`src/rtl/time_set_h12.sv`:
```
// time_set_h12
//   12-hour time-entry block. Edit fields are preloaded from the running
//   24 h time, stepped with button pulses, and committed back to the clock
//   core in 24 h format with a one-cycle load strobe.
//
// Ports
//   clk, rst                 clock, synchronous active-high reset
//   btn_mode                 enter edit / advance field / commit (pulse)
//   btn_inc                  increment selected field (pulse)
//   btn_ampm                 toggle AM/PM, hour field only (pulse)
//   btn_cancel               abort edit without commit (pulse)
//   cur_hour24, cur_min      running time, sampled on edit entry
//   edit_hour12, edit_nAM_PM, edit_min   fields being edited
//   editing                  00 idle, 01 hour field, 10 minute field
//   blink                    edit-field blink, 0 when idle
//   set_hour24, set_min      committed time, valid with set_valid
//   set_valid                one-cycle load strobe
module time_set_h12 #(
    parameter int BLINK_DIV = 25_000_000
) (
    input  logic       clk,
    input  logic       rst,
    input  logic       btn_mode,
    input  logic       btn_inc,
    input  logic       btn_ampm,
    input  logic       btn_cancel,
    input  logic [4:0] cur_hour24,
    input  logic [5:0] cur_min,
    output logic [3:0] edit_hour12,
    output logic       edit_nAM_PM,
    output logic [5:0] edit_min,
    output logic [1:0] editing,
    output logic       blink,
    output logic [4:0] set_hour24,
    output logic [5:0] set_min,
    output logic       set_valid
);

    localparam int CW = (BLINK_DIV > 2) ? $clog2(BLINK_DIV) : 1;
    localparam logic [CW-1:0] CNT_MAX = CW'(BLINK_DIV - 1);

    typedef enum logic [1:0] {IDLE, SET_HOUR, SET_MIN, COMMIT} state_t;

    state_t        state, next_state;
    logic [CW-1:0] blink_cnt;

    // 24h -> 12h for edit preload
    logic [3:0] load_h12;
    logic       load_pm;
    // 12h -> 24h for commit
    logic [4:0] commit_h24;

    always_comb begin
        load_pm  = (cur_hour24 >= 5'd12);
        load_h12 = cur_hour24[3:0];
        if (cur_hour24 == 5'd0)
            load_h12 = 4'd12;
        else if (cur_hour24 > 5'd12)
            load_h12 = 4'(cur_hour24 - 5'd12);
    end

    always_comb begin
        if (edit_hour12 == 4'd12)
            commit_h24 = edit_nAM_PM ? 5'd12 : 5'd0;
        else
            commit_h24 = edit_nAM_PM ? (5'(edit_hour12) + 5'd12) : 5'(edit_hour12);
    end

    // Cancel dominates, then mode; inc/ampm act only when neither fires.
    always_comb begin
        next_state = state;
        editing    = 2'b00;
        case (state)
            IDLE:     if (btn_mode) next_state = SET_HOUR;
            SET_HOUR: begin
                editing = 2'b01;
                if (btn_cancel)    next_state = IDLE;
                else if (btn_mode) next_state = SET_MIN;
            end
            SET_MIN: begin
                editing = 2'b10;
                if (btn_cancel)    next_state = IDLE;
                else if (btn_mode) next_state = COMMIT;
            end
            COMMIT:   next_state = IDLE;
            default:  next_state = IDLE;
        endcase
    end

    always_ff @(posedge clk) begin
        if (rst) begin
            state       <= IDLE;
            edit_hour12 <= 4'd12;
            edit_nAM_PM <= 1'b0;
            edit_min    <= 6'd0;
            set_hour24  <= 5'd0;
            set_min     <= 6'd0;
            set_valid   <= 1'b0;
            blink       <= 1'b0;
            blink_cnt   <= '0;
        end else begin
            state     <= next_state;
            set_valid <= 1'b0;

            case (state)
                IDLE: if (btn_mode) begin
                    edit_hour12 <= load_h12;
                    edit_nAM_PM <= load_pm;
                    edit_min    <= cur_min;
                end
                SET_HOUR: if (!btn_cancel && !btn_mode) begin
                    if (btn_inc)
                        edit_hour12 <= (edit_hour12 == 4'd12) ? 4'd1 : edit_hour12 + 4'd1;
                    if (btn_ampm)
                        edit_nAM_PM <= ~edit_nAM_PM;
                end
                SET_MIN: begin
                    if (!btn_cancel && !btn_mode && btn_inc)
                        edit_min <= (edit_min == 6'd59) ? 6'd0 : edit_min + 6'd1;
                    if (next_state == COMMIT) begin
                        set_hour24 <= commit_h24;
                        set_min    <= edit_min;
                        set_valid  <= 1'b1;
                    end
                end
                default: ;
            endcase

            // Blink runs across the edit session and is cleared on the edge
            // that returns to IDLE, so it is already 0 in the first idle cycle.
            if (state != IDLE && next_state != IDLE) begin
                if (blink_cnt == CNT_MAX) begin
                    blink_cnt <= '0;
                    blink     <= ~blink;
                end else begin
                    blink_cnt <= blink_cnt + 1'b1;
                end
            end else begin
                blink_cnt <= '0;
                blink     <= 1'b0;
            end
        end
    end

endmodule

```
`config.mk`:
```
export PLATFORM = sky130hd
export DESIGN_NAME = time_set_h12
export DESIGN_NICKNAME = d
export VERILOG_FILES = /design/src/rtl/time_set_h12.sv
export SDC_FILE = /design/constraint.sdc
export NUM_CORES = 1
export LEC_CHECK = 0
export ABC_AREA = 1
export BUFFER_PORTS_ARGS = -buffer_cell sky130_fd_sc_hd__buf_2
export CELL_PAD_IN_SITES_DETAIL_PLACEMENT = 1
export CELL_PAD_IN_SITES_GLOBAL_PLACEMENT = 1
export CORE_MARGIN = 2
export CORE_UTILIZATION = 40
export DETAILED_ROUTE_END_ITERATION = 6
export PLACE_DENSITY = 0.8
export SYNTH_ARGS = -nofsm -noshare
export SYNTH_HDL_FRONTEND = slang
export SYNTH_SLANG_ARGS = --single-unit
```
`constraint.sdc`:
```
create_clock -name clk -period 1.95 [get_ports clk]
set_clock_uncertainty 0.15 [all_clocks]
set_input_delay 0.2925 -clock clk [delete_from_list [all_inputs] [get_ports clk]]
set_output_delay 0.2925 -clock clk [all_outputs]
set_load 0.02 [all_outputs]
```
; ---- Word level (Yosys, flattened, before mapping)
; Index checks and enable logic that the tools add are counted.
[totals]
latch_bits = 0
ramBits = 0
memories = 0
romBits = 0
elab_cells = 76
register_bits = 51
input_bits = 17
[classes]
n_lt_le_gt_ge = 2
shifts = 0
bitwise_logic = 4
mux = 26
div = 0
n_addsub = 5
n_mul = 0
n_reduce_logical = 18
n_eq_ne = 12
[ops]
columns = cell, n
row1 = 2-to-1 mux 4 bit, 7
row2 = adder 25 x 1 -> 25 bit (second input constant), 1
row3 = equality test 25 bit (second input constant), 1
row4 = 2-to-1 mux 6 bit, 3
row5 = case mux 6 bit (2 select lines), 1
row6 = 2-to-1 mux 2 bit, 5
row7 = 2-to-1 mux 5 bit, 2
row8 = != test 2 bit (second input constant), 5
row9 = case mux 2 bit (4 select lines), 1
row10 = case mux 4 bit (2 select lines), 1
row11 = AND reduction 4 bit, 2
row12 = nonzero test 2 bit, 4
row13 = adder 6 x 1 -> 6 bit (second input constant), 1
row14 = equality test 2 bit (second input constant), 3
row15 = equality test 6 bit (second input constant), 1
row16 = adder 4 x 4 -> 5 bit (second input constant), 1
row17 = >= comparator 5 x 4 -> 1 bit (second input constant), 1
row18 = > comparator 5 x 4 -> 1 bit (second input constant), 1
row19 = zero test 5 bit, 1
row20 = adder 4 x 1 -> 4 bit (second input constant), 1
row21 = equality test 4 bit (second input constant), 1
row22 = 2-to-1 mux 1 bit, 4
row23 = NOT 1 bit, 4
row24 = case mux 2 bit (2 select lines), 1
row25 = other kinds (10), 14

; ---- Logic depth before layout (Yosys ltp)
; Gate-level depths: netlist (run 1).
[depth]
depth_word = 7
mapped_depth = 11
ltp_nobuf = 11

; ---- Worst setup path before layout (run 1)
; OpenSTA, ideal clock, no wires.
[synth_path]
path_type = reg-to-reg
startpoint = reg blink_cnt[0]
endpoint = reg blink_cnt[15]
period_less_slack_ns = 1.662
slack_ns = 0.288
setup_time_ns = 0.117
arrival_ns = 1.395
required_time_ns = 1.683
path_stages_with_launch = 10
path_cell_list = dfxtp_1 > ha_1 > nand2_1 > nor2_4 > nand2_1 > nor2_1 > nand2_1 > nand3_4 > buf_8 > nor2_2
[synth_via]
elab_chain_len = 2
word_cells_on_any_way = 3
classes_between = 1 x add/sub / 1 x eq/ne / 1 x reduce/logical
[synth_lines]
columns = element, line_no
row1 = "start, declared", 45  ; logic [CW-1:0] blink_cnt;
row2 = "start signal, assigned", 136  ; blink_cnt <= blink_cnt + 1'b1;
row3 = branches (longest 2 deep; another with adder 25 x 1 -> 25 bit), n/a
; Parallel ways; which one is timed is not known.
; A chain may end at the register's enable or synchronous reset.

; ---- Final worst setup path (run 1)
[layout_path]
startpoint = reg blink_cnt[0]
endpoint = reg blink_cnt[18]
; Same word-level chain as after synthesis.

==> summary.txt, run 1 <==
Vias in the first global route - 2,729
Setup Viol. Count Final - 0
Drt wl/cell - 12.9 microns
Global-route wire length before repair - 12,100 microns
# diodes - 0
CTS resizes - 0
Total grt overflow - 0
Hold Path Origin - cur_min[0]
Crit path top cell by count - nand2_1
Status - finished, final reports clean
Synth Area per Inst - 6.73 sq um
Max Freq - 570 MHz
First-pass DRT Iterations - 4
Hold Vio Cnt, Final - 0
Reg2reg setup slack - 200 ps
Slew headroom - 62.5%
Post-layout net count - 491
Clock transition at the registers of the reported paths - 110 ps
Slowest cell delay on critical path - 410 ps
HP Class - input port to flop
Post-synth top area cell - dfxtp_1
Final setup TNS - 0 ps
Netlist cell types - 29
Syn_nets - 446
Worst EP arrival - 1860 ps
Max FO, Critical Path - 5
Maximum clock path buffer count - 2
Sequential cell area - 0.00102 sq mm
Hold Path Depth - 3
Final WL - 7260 microns
Starting DRC count in detailed routing - 51
Static leakage - 1.43 nW
Hold Buf Count CTS - 0
Worst r2r src - blink_cnt[0]
Asr flop ratio synth - 0%
Most area-consuming cells after synthesis - dfxtp_1, nand2_1, nor2_1
Clock root cell - clkbuf_8
Post-layout util - 47.4%
Main synth FF type - dfxtp_1
Required time of the worst setup path - 2060 ps
Die X - 88.2 microns
Worst Hold Path EP - edit_min[0]
Yosys Warn Count - 0
Final period util - 89.9%
H-tree Lvls - 2
Drt drc - 0
Most common cell after layout, fill and taps aside - nand2_1
CP bufs+invs - 0
Maximum vdd drop - 451 uV
Ports - 43
Most frequent cells in the layout - nand2_1, nor2_1, dfxtp_1
CTS buffer count - 5
Post-DP HPWL - 5820 microns
Total Routing Usage GR - 19.7%
Row cnt - 30
Post-Syn Area - 0.00283 sq mm
Syn Inst Count - 421
Clock sinks - 51
Worst R2R End - blink_cnt[18]
Critical path type - flop to flop
Pwr dens - 644 mW/mm^2
Filler Cells Inserted - 944
Die area - 0.00777 sq mm
Multi-input logic area - 0.00159 sq mm
FF-to-FF path depth - 8
Fin. max-slew vios - 0
Max-cap violation count - 0
Kind of end point of the critical path - flop
Sequential element share of the synthesized area - 36.0%
RSZ-0062 raised after global routing - no
Clock latency on the worst-skew pair - 320 ps
Initial antenna violation count - 0
Post-synth EDFFs - 0
Initial Utilization - 41.5%
Crit path time final - 1750 ps
Top-area cell type share of the netlist area - 36.0%
Pin count of the biggest net entering global routing - 21
FF+latch count, synth - 51
Critical Path, Cell by Cell - ha_1, nand2_1, nand3b_1, nor2_1, nand3_1, nand2_1, nand2_1, nor2_2
CTS tree - done
Core footprint - 0.00683 sq mm
Layout overhead on the synthesized area - 14.2%
Vias - 2,687
Layout cell share with drive strength beyond 1 - 16.7%
Slowest stage cell, crit path - dfxtp_1
CP startpoint kind - flop
Number of port buffers - 42
Crit-path leading delay family - simple AND/OR/NAND/NOR gates
Postcts setup bufs - 0
Via/cell ratio - 4.77
Slew @ Worst Pin - 562 ps
Die Ht - 88.2 microns
Final Wtd Congestion - 0.812
DRT antenna net count - 0
==> cell usage after synthesis (2+ instances only) <==
cell and count:
nand2_1 112, nor2_1 77, dfxtp_1 51, inv_1 47
nand3_1 20, o21ai_0 18, xor2_1 12, a21oi_1 11
xnor2_1 11, nor2_2 10, ha_1 8, a31oi_1 6
nand2_2 5, nand3b_1 5, nor2_4 4, nor3_1 4
inv_2 3, buf_2 2, nand2_4 2, nand4_1 2
o21ai_1 2, o31ai_1 2
==> logic make-up (layout without fill, tap and decap cells) <==
group           Yosys count  after routing  share of synthesized area [%]
fa+ha+maj                 8              8                           3.53
simple gates            243            243                           37.7
compound gates           40             40                           7.60
xor+xnor                 23             23                           7.11
buf+inv                  56            102                           7.99
flops                    51             51                           36.0
==> final cells by class <==
class,instances,area share [%]
Sequential cell,51,31.6
Inverter,51,5.99
Clock inverter,3,0.889
Tap cell,96,3.71
Multi-Input combinational cell,314,49.0
Timing Repair Buffer,43,6.73
Clock buffer,5,2.13
==> layer usage <==
layer | vias to the layer above | part of all wire, % | track usage (%) | wire length (microns)
met5 | - | 0 | 0 | 0
met4 | 0 | 0.91 | 4.82 | 66
met1 | 1254 | 43 | 22.4 | 3120
met2 | 31 | 53 | 37.5 | 3830
met3 | 6 | 3.3 | 4.05 | 237
li1 | 1396 | - | - | -
==> how the worst max path moves through the flow <==
stage | startpoint | end | slack, ps | cells after the start
6_report | blink_cnt[0] | blink_cnt[18] | 200 | 8
5_1_grt | blink_cnt[0] | blink_cnt[18] | 40 | 8
4_1_cts | blink_cnt[0] | blink_cnt[18] | 180 | 8
3_5_place_dp | blink_cnt[0] | blink_cnt[18] | 210 | 8
3_3_place_gp | blink_cnt[0] | blink_cnt[21] | 280 | 8
2_1_floorplan | blink_cnt[0] | blink_cnt[15] | 290 | 9
==> registers in the layout, summed over array words and instances (netlist names) <==
name,flops
blink,1
blink_cnt,25
edit_hour12,4
edit_min,6
edit_nAM_PM,1
set_hour24,5
set_min,6
set_valid,1
state,2
==> tightest hold or removal path: stages <==
cell and delay [ps]:
buf_2 100, nand2_1 50, a31oi_1 70
==> power breakdown <==
part / internal (mW) / switching, mW
Clock: 0.267 / 0.411
Combinational: 0.102 / 0.193
Sequential: 1.07 / 0.0416
==> through the flow <==
step	area, sq um	hold WS [ps]	instances	total power [mW]	worst slack [ps]
after detailed placement	3140	322	555	1.44	205
after global placement	3140	303	555	1.42	277
after CTS	3240	75.9	563	2.10	179
after global routing	3240	90.8	563	2.18	36.3
after floorplan	2830	226	421	1.34	288
final	3240	81.7	563	2.08	196
Note: power is estimated with default switching activity, not from simulation.
==> inputs of run 2 (changes only) <==
Settings changed: CORE_MARGIN 2 to default, CORE_UTILIZATION 40 to 28, PLACE_DENSITY 0.8 to 0.6.
==> run 2 against run 1 <==
Effect of this change:
- via count grew 0.60%
- global-route usage decreased by 4.1 points
- flip-flop and latch count stayed put
- critical path depth rose by 1
- final area increased by 2.7%
- clock-buffer cell count unchanged
- maximum frequency rose by 1.5%
- non-clock buffer count up 4
==> summary.txt, run 2 (synthesis results as in run 1) <==
Status - finished, final reports clean
Static leakage - 1.45 nW (+1.4%)
Pwr Total - 2.10 mW (+0.63%)
Critical path type - flop to flop
First-pass DRT Iterations - 4 (unchanged)
Max reg flops - 25 (unchanged)
Max-cap violation count - 0 (unchanged)
Die area - 0.0105 sq mm (+35%)
HP Class - input port to flop
Required time of the worst setup path - 2010 ps (-50 ps)
Drt drc - 0 (unchanged)
Max Freq - 579 MHz (+1.5%)
Die Ht - 103 microns (+16%)
Reg with most FFs - blink_cnt
GRT busiest layer - met2
Worst EP arrival - 1790 ps (-70 ps)
Post-DP HPWL - 5990 microns (+2.9%)
Sw Ratio - 31.3% (+0.37 points)
Total grt overflow - 0 (unchanged)
Maximum vdd drop - 298 uV (-34%)
Global routing usage on met3 - 3.05% (-1.0 points)
Pwr dens - 631 mW/mm^2 (-2.1%)
Switching power total - 0.657 mW (+1.8%)
Total Routing Usage GR - 15.7% (-4.1 points)
Hold Buf Count CTS - 0 (unchanged)
Final period util - 88.6% (-1.4 points)
Layout cell share with drive strength beyond 1 - 17.8% (+1.1 points)
Sequential cell area - 0.00102 sq mm (+0.12%)
Clock transition at the registers of the reported paths - 110 ps (about the same)
Final hold slack - 75.9 ps (-5.76 ps)
Initial antenna violation count - 0 (unchanged)
Kind of end point of the critical path - flop
Clock sinks - 51 (unchanged)
Number of port buffers - 42 (unchanged)
Slowest cell delay on critical path - 380 ps (-30 ps)
Crit-path leading delay family - simple AND/OR/NAND/NOR gates
Max FO, Critical Path - 16 (+11)
Initial Utilization - 29.0% (-12 points)
Crit path top cell by count - nand2_1
Ports - 43 (unchanged)
Most common cell after layout, fill and taps aside - nand2_1
Slew headroom - 62.9% (+0.46 points)
Internal cell power - 1.44 mW (about the same)
Clk pwr share - 32.6% (about the same)
Crit path time final - 1730 ps (-26.4 ps)
Slew @ Worst Pin - 555 ps (-6.88 ps)
Final setup TNS - 0 ps (unchanged)
Layout overhead on the synthesized area - 17.4%
Post-layout net count - 495 (+0.81%)
Final WL - 7590 microns (+4.6%)
RSZ-0062 raised after global routing - no
Hold Vio Cnt, Final - 0 (unchanged)
Clock latency on the worst-skew pair - 320 ps (about the same)
Die X - 103 microns (+16%)
CP startpoint kind - flop
Pin count of the biggest net entering global routing - 21 (unchanged)
Most frequent cells in the layout - nand2_1, nor2_1, dfxtp_1
GR Layer Usage met1 - 17.9% (-4.5 points)
Clock root cell - clkbuf_8
Maximum clock path buffer count - 2 (unchanged)
Seq pwr share - 53.0% (-0.3 points)
H-tree Lvls - 2 (unchanged)
Row cnt - 36 (+20%)
CTS tree - done
DRT antenna net count - 0 (unchanged)
Largest regs - blink_cnt (25), edit_min (6), set_min (6)
Vias - 2,703 (+0.60%)
Global-route wire length before repair - 12,800 microns (+6.1%)
# diodes - 0 (unchanged)
Starting DRC count in detailed routing - 41 (-20%)
Setup Viol. Count Final - 0 (unchanged)
CTS buffer count - 5 (unchanged)
Final Wtd Congestion - 0.741 (-8.7%)
Fin. max-slew vios - 0 (unchanged)
Critical Path, Cell by Cell - ha_1, nand2_1, nor2_4, nand2_1, nor2_1, nand2_1, nand3_4, buf_12, nor2_1
Slowest stage cell, crit path - dfxtp_2
Via/cell ratio - 4.48 (-6.2%)
CP bufs+invs - 1 (+1)
Filler Cells Inserted - 1,311 (+39%)
Core footprint - 0.00977 sq mm (+43%)
Vias in the first global route - 2,812 (+3.0%)
GR Util met2 - 29.3% (-8.3 points)
Multi-input logic area - 0.00159 sq mm (+0.16%)
Drt wl/cell - 12.6 microns (-2.5%)
Gate power share - 14.4% (+0.3 points)
[run 2: stage by stage]
stage	cells	utilization, %	worst slack (ps)	instance area, sq um
detailed placement	593	32.7	201	3190
global placement	593	32.7	253	3190
CTS	601	33.6	163	3290
floorplan	421	-	288	2830
global route	604	34.0	26.9	3320
finish	604	34.0	223	3320
[run 2: path summary, 6_finish.rpt]
path                              startpoint      endpoint  slack, ps  depth (start not counted)
worst min register to register  blink_cnt[0]  blink_cnt[0]        300                          1
worst min-delay path              cur_min[2]   edit_min[2]         80                          3
worst max-delay path            blink_cnt[0]  blink_cnt[6]        220                          9
worst max register to register  blink_cnt[0]  blink_cnt[6]        220                          9
[run 2: worst register-to-register path, cell delays in order, from the launching register on]
cell	delay, ps
dfxtp_2	380
ha_1	190
nand2_1	100
nor2_4	100
nand2_1	50
nor2_1	170
nand2_1	140
nand3_4	130
buf_12	150
nor2_1	60
[run 2: power by group through the flow]
stage | sequential, mW | combinational, mW | clock, mW
after floorplan | 1.16 | 0.178 | 0
after CTS | 1.11 | 0.302 | 0.719
after detailed placement | 1.14 | 0.300 | 0
after global routing | 1.12 | 0.340 | 0.757
final | 1.11 | 0.301 | 0.684
after global placement | 1.14 | 0.294 | 0
[run 2: layout make-up]
class | count | area share, %
Clock buffer | 5 | 2.07
Clock inverter | 3 | 0.753
Inverter | 51 | 5.83
Multi-Input combinational cell | 314 | 47.8
Sequential cell | 51 | 30.7
Tap cell | 133 | 5.01
Timing Repair Buffer | 47 | 7.83
[run 2: routing by layer]
| layer | wire length, microns | up-vias |
|---|---|---|
| met5 | 0 | - |
| met2 | 3840 | 36 |
| li1 | - | 1400 |
| met4 | 91 | 0 |
| met1 | 3390 | 1259 |
| met3 | 277 | 8 |
[run 2: repair_timing]
action / in CTS / in global routing
setup buffers: 0 / 3
resized for setup: 0 / 2
setup endpoints to repair: 0 / 7
==> inputs of run 3 (changes only) <==
Settings changed: CORE_UTILIZATION 28 to 40, PLACE_DENSITY 0.6 to 0.8.
==> run 3 against run 2 <==
Effect of this change:
- flip-flop and latch count did not move
- worst setup slack got worse by 36 ps
- final area is 1.6% lower
- largest power group unchanged
- combinational power about the same
- power shrank 0.75%
- register-to-register slack got worse by 40 ps
- core utilization grew 14 points
- final cell count is 6.3% lower
- sequential share of layout area rose by 0.47 points
- die area shrank 29%
- non-clock buffer count is 1 lower
==> summary.txt, run 3 (synthesis results as in run 1) <==
CTS tree - done
Final setup TNS - 0 ps (unchanged)
Hold Path Origin - cur_min[4]
Most common cell after layout, fill and taps aside - nand2_1
Placed instance count - 555 (-6.4%)
Maximum clock path buffer count - 2 (unchanged)
Filler Cells Inserted - 953 (-27%)
HP Class - input port to flop
Static leakage - 1.45 nW (-0.14%)
CTS buffer count - 5 (unchanged)
Post-layout net count - 494 (-0.20%)
Ports - 43 (unchanged)
Max-cap violation count - 0 (unchanged)
Clock root cell - clkbuf_8
Post-DP HPWL - 5870 microns (-2.0%)
Drt wl/cell - 13.2 microns (+5.3%)
Row cnt - 30 (-17%)
Dpl ws - 160 ps (-41.4 ps)
Final Wtd Congestion - 0.830 (+12%)
Final period util - 90.4% (+1.9 points)
Die area - 0.00742 sq mm (-29%)
Worst EP arrival - 1840 ps (+50 ps)
Die X - 86.2 microns (-16%)
Number of port buffers - 42 (unchanged)
Critical path type - flop to flop
CP startpoint kind - flop
Drt drc - 0 (unchanged)
Layout cell share with drive strength beyond 1 - 17.4% (-0.39 points)
Die Ht - 86.2 microns (-16%)
Initial Utilization - 41.5% (+12 points)
Total grt overflow - 0 (unchanged)
DRT antenna net count - 0 (unchanged)
Vias - 2,725 (+0.81%)
Vias in the first global route - 2,767 (-1.6%)
Worst r2r src - blink_cnt[0]
Hold Vio Cnt, Final - 0 (unchanged)
Pin count of the biggest net entering global routing - 21 (unchanged)
Setup Viol. Count Final - 0 (unchanged)
Crit path time final - 1760 ps (+36.4 ps)
Clock latency on the worst-skew pair - 320 ps (about the same)
Reg with most FFs - blink_cnt
H-tree Lvls - 2 (unchanged)
Pwr dens - 637 mW/mm^2 (+0.89%)
Global-route wire length before repair - 12,400 microns (-3.0%)
Most frequent cells in the layout - nand2_1, nor2_1, dfxtp_1
Clock transition at the registers of the reported paths - 110 ps (about the same)
# diodes - 0 (unchanged)
First-pass DRT Iterations - 4 (unchanged)
Status - finished, final reports clean
Fin. max-slew vios - 0 (unchanged)
Starting DRC count in detailed routing - 38 (-7.3%)
Slew @ Worst Pin - 538 ps (-17.8 ps)
Required time of the worst setup path - 2020 ps (about the same)
Layout overhead on the synthesized area - 15.5%
Max FO, Critical Path - 5 (-11)
Max Freq - 567 MHz (-2.1%)
Via/cell ratio - 4.81 (+7.6%)
Total Routing Usage GR - 21.4% (+5.7 points)
Core footprint - 0.00683 sq mm (-30%)
CP startpoint - blink_cnt[0]
Clock sinks - 51 (unchanged)
Initial antenna violation count - 0 (unchanged)
Cell Count, Final, Fillers Out - 566 (-6.3%)
Largest regs - blink_cnt (25), edit_min (6), set_min (6)
Maximum vdd drop - 256 uV (-14%)
RSZ-0062 raised after global routing - no
Final worst slack - 186 ps (-36.4 ps)
Max reg flops - 25 (unchanged)
Kind of end point of the critical path - flop
Final WL - 7490 microns (-1.3%)
Slew headroom - 64.1% (+1.2 points)
## run 3: changes by cell type in the layout (fill, tap and decap cells not counted), sizes merged
cell      change
clkinvlp      -1
clkinv        +1
buf           -1
## run 3: worst max-delay path: stages (launching register included)
cell	delay, ps
dfxtp_1	420
ha_1	210
nand2_1	110
nor2_4	100
nand2_1	60
nor2_1	140
nand2_1	120
nand3_4	130
buf_4	170
nor2_1	50
## run 3: worst paths after layout
path                                endpoint  slack (ps)  cells after the start
worst max-delay path            blink_cnt[0]         190                      9
worst min-delay path             edit_min[4]          80                      3
worst max register to register  blink_cnt[0]         190                      9
worst min register to register    set_min[3]         350                      2
## run 3: cell type report
cell class	count	area, sq um	area share (%)
Clock buffer	5	68.8	2.10
Tap cell	96	120	3.67
Clock inverter	3	26.3	0.803
Multi-Input combinational cell	314	1590	48.5
Sequential cell	51	1020	31.2
Inverter	51	194	5.93
Timing Repair Buffer	46	253	7.73
## run 3: what timing repair did
| action | 4_1_cts | 5_1_grt |
|---|---|---|
| hold buffers | 0 | 0 |
| setup buffers | 0 | 3 |
| gates resized for setup | 0 | 1 |
| endpoints found under the setup margin | 0 | 2 |
| hold endpoints to repair | 0 | 0 |
## run 3: per-stage QoR
step           hold slack [ps]  utilization, %  power (mW)  cell area, sq um
2_1_floorplan              226               -        1.34              2830
3_3_place_gp               303            45.9        1.42              3140
3_5_place_dp               331            45.9        1.43              3140
4_1_cts                   76.6            47.3        2.10              3230
5_1_grt                   78.3            47.9        2.19              3270
6_report                  80.1            47.9        2.08              3270
## run 3: power by group
| group | switching [mW] | leakage, nW | total [mW] | internal, mW |
|---|---|---|---|---|
| combinational | 0.195 | 0.986 | 0.302 | 0.107 |
| sequential | 0.0424 | 0.414 | 1.11 | 1.07 |
| clock | 0.403 | 0.0491 | 0.668 | 0.265 |
## run 3: metal layers
| metal | up-vias | GRT usage [%] | wire [microns] |
|---|---|---|---|
| met2 | 39 | 41.0 | 3940 |
| met5 | - | 0 | 0 |
| met3 | 12 | 3.85 | 260 |
| met4 | 0 | 6.82 | 140 |
| met1 | 1273 | 23.6 | 3150 |
| li1 | 1401 | - | - |
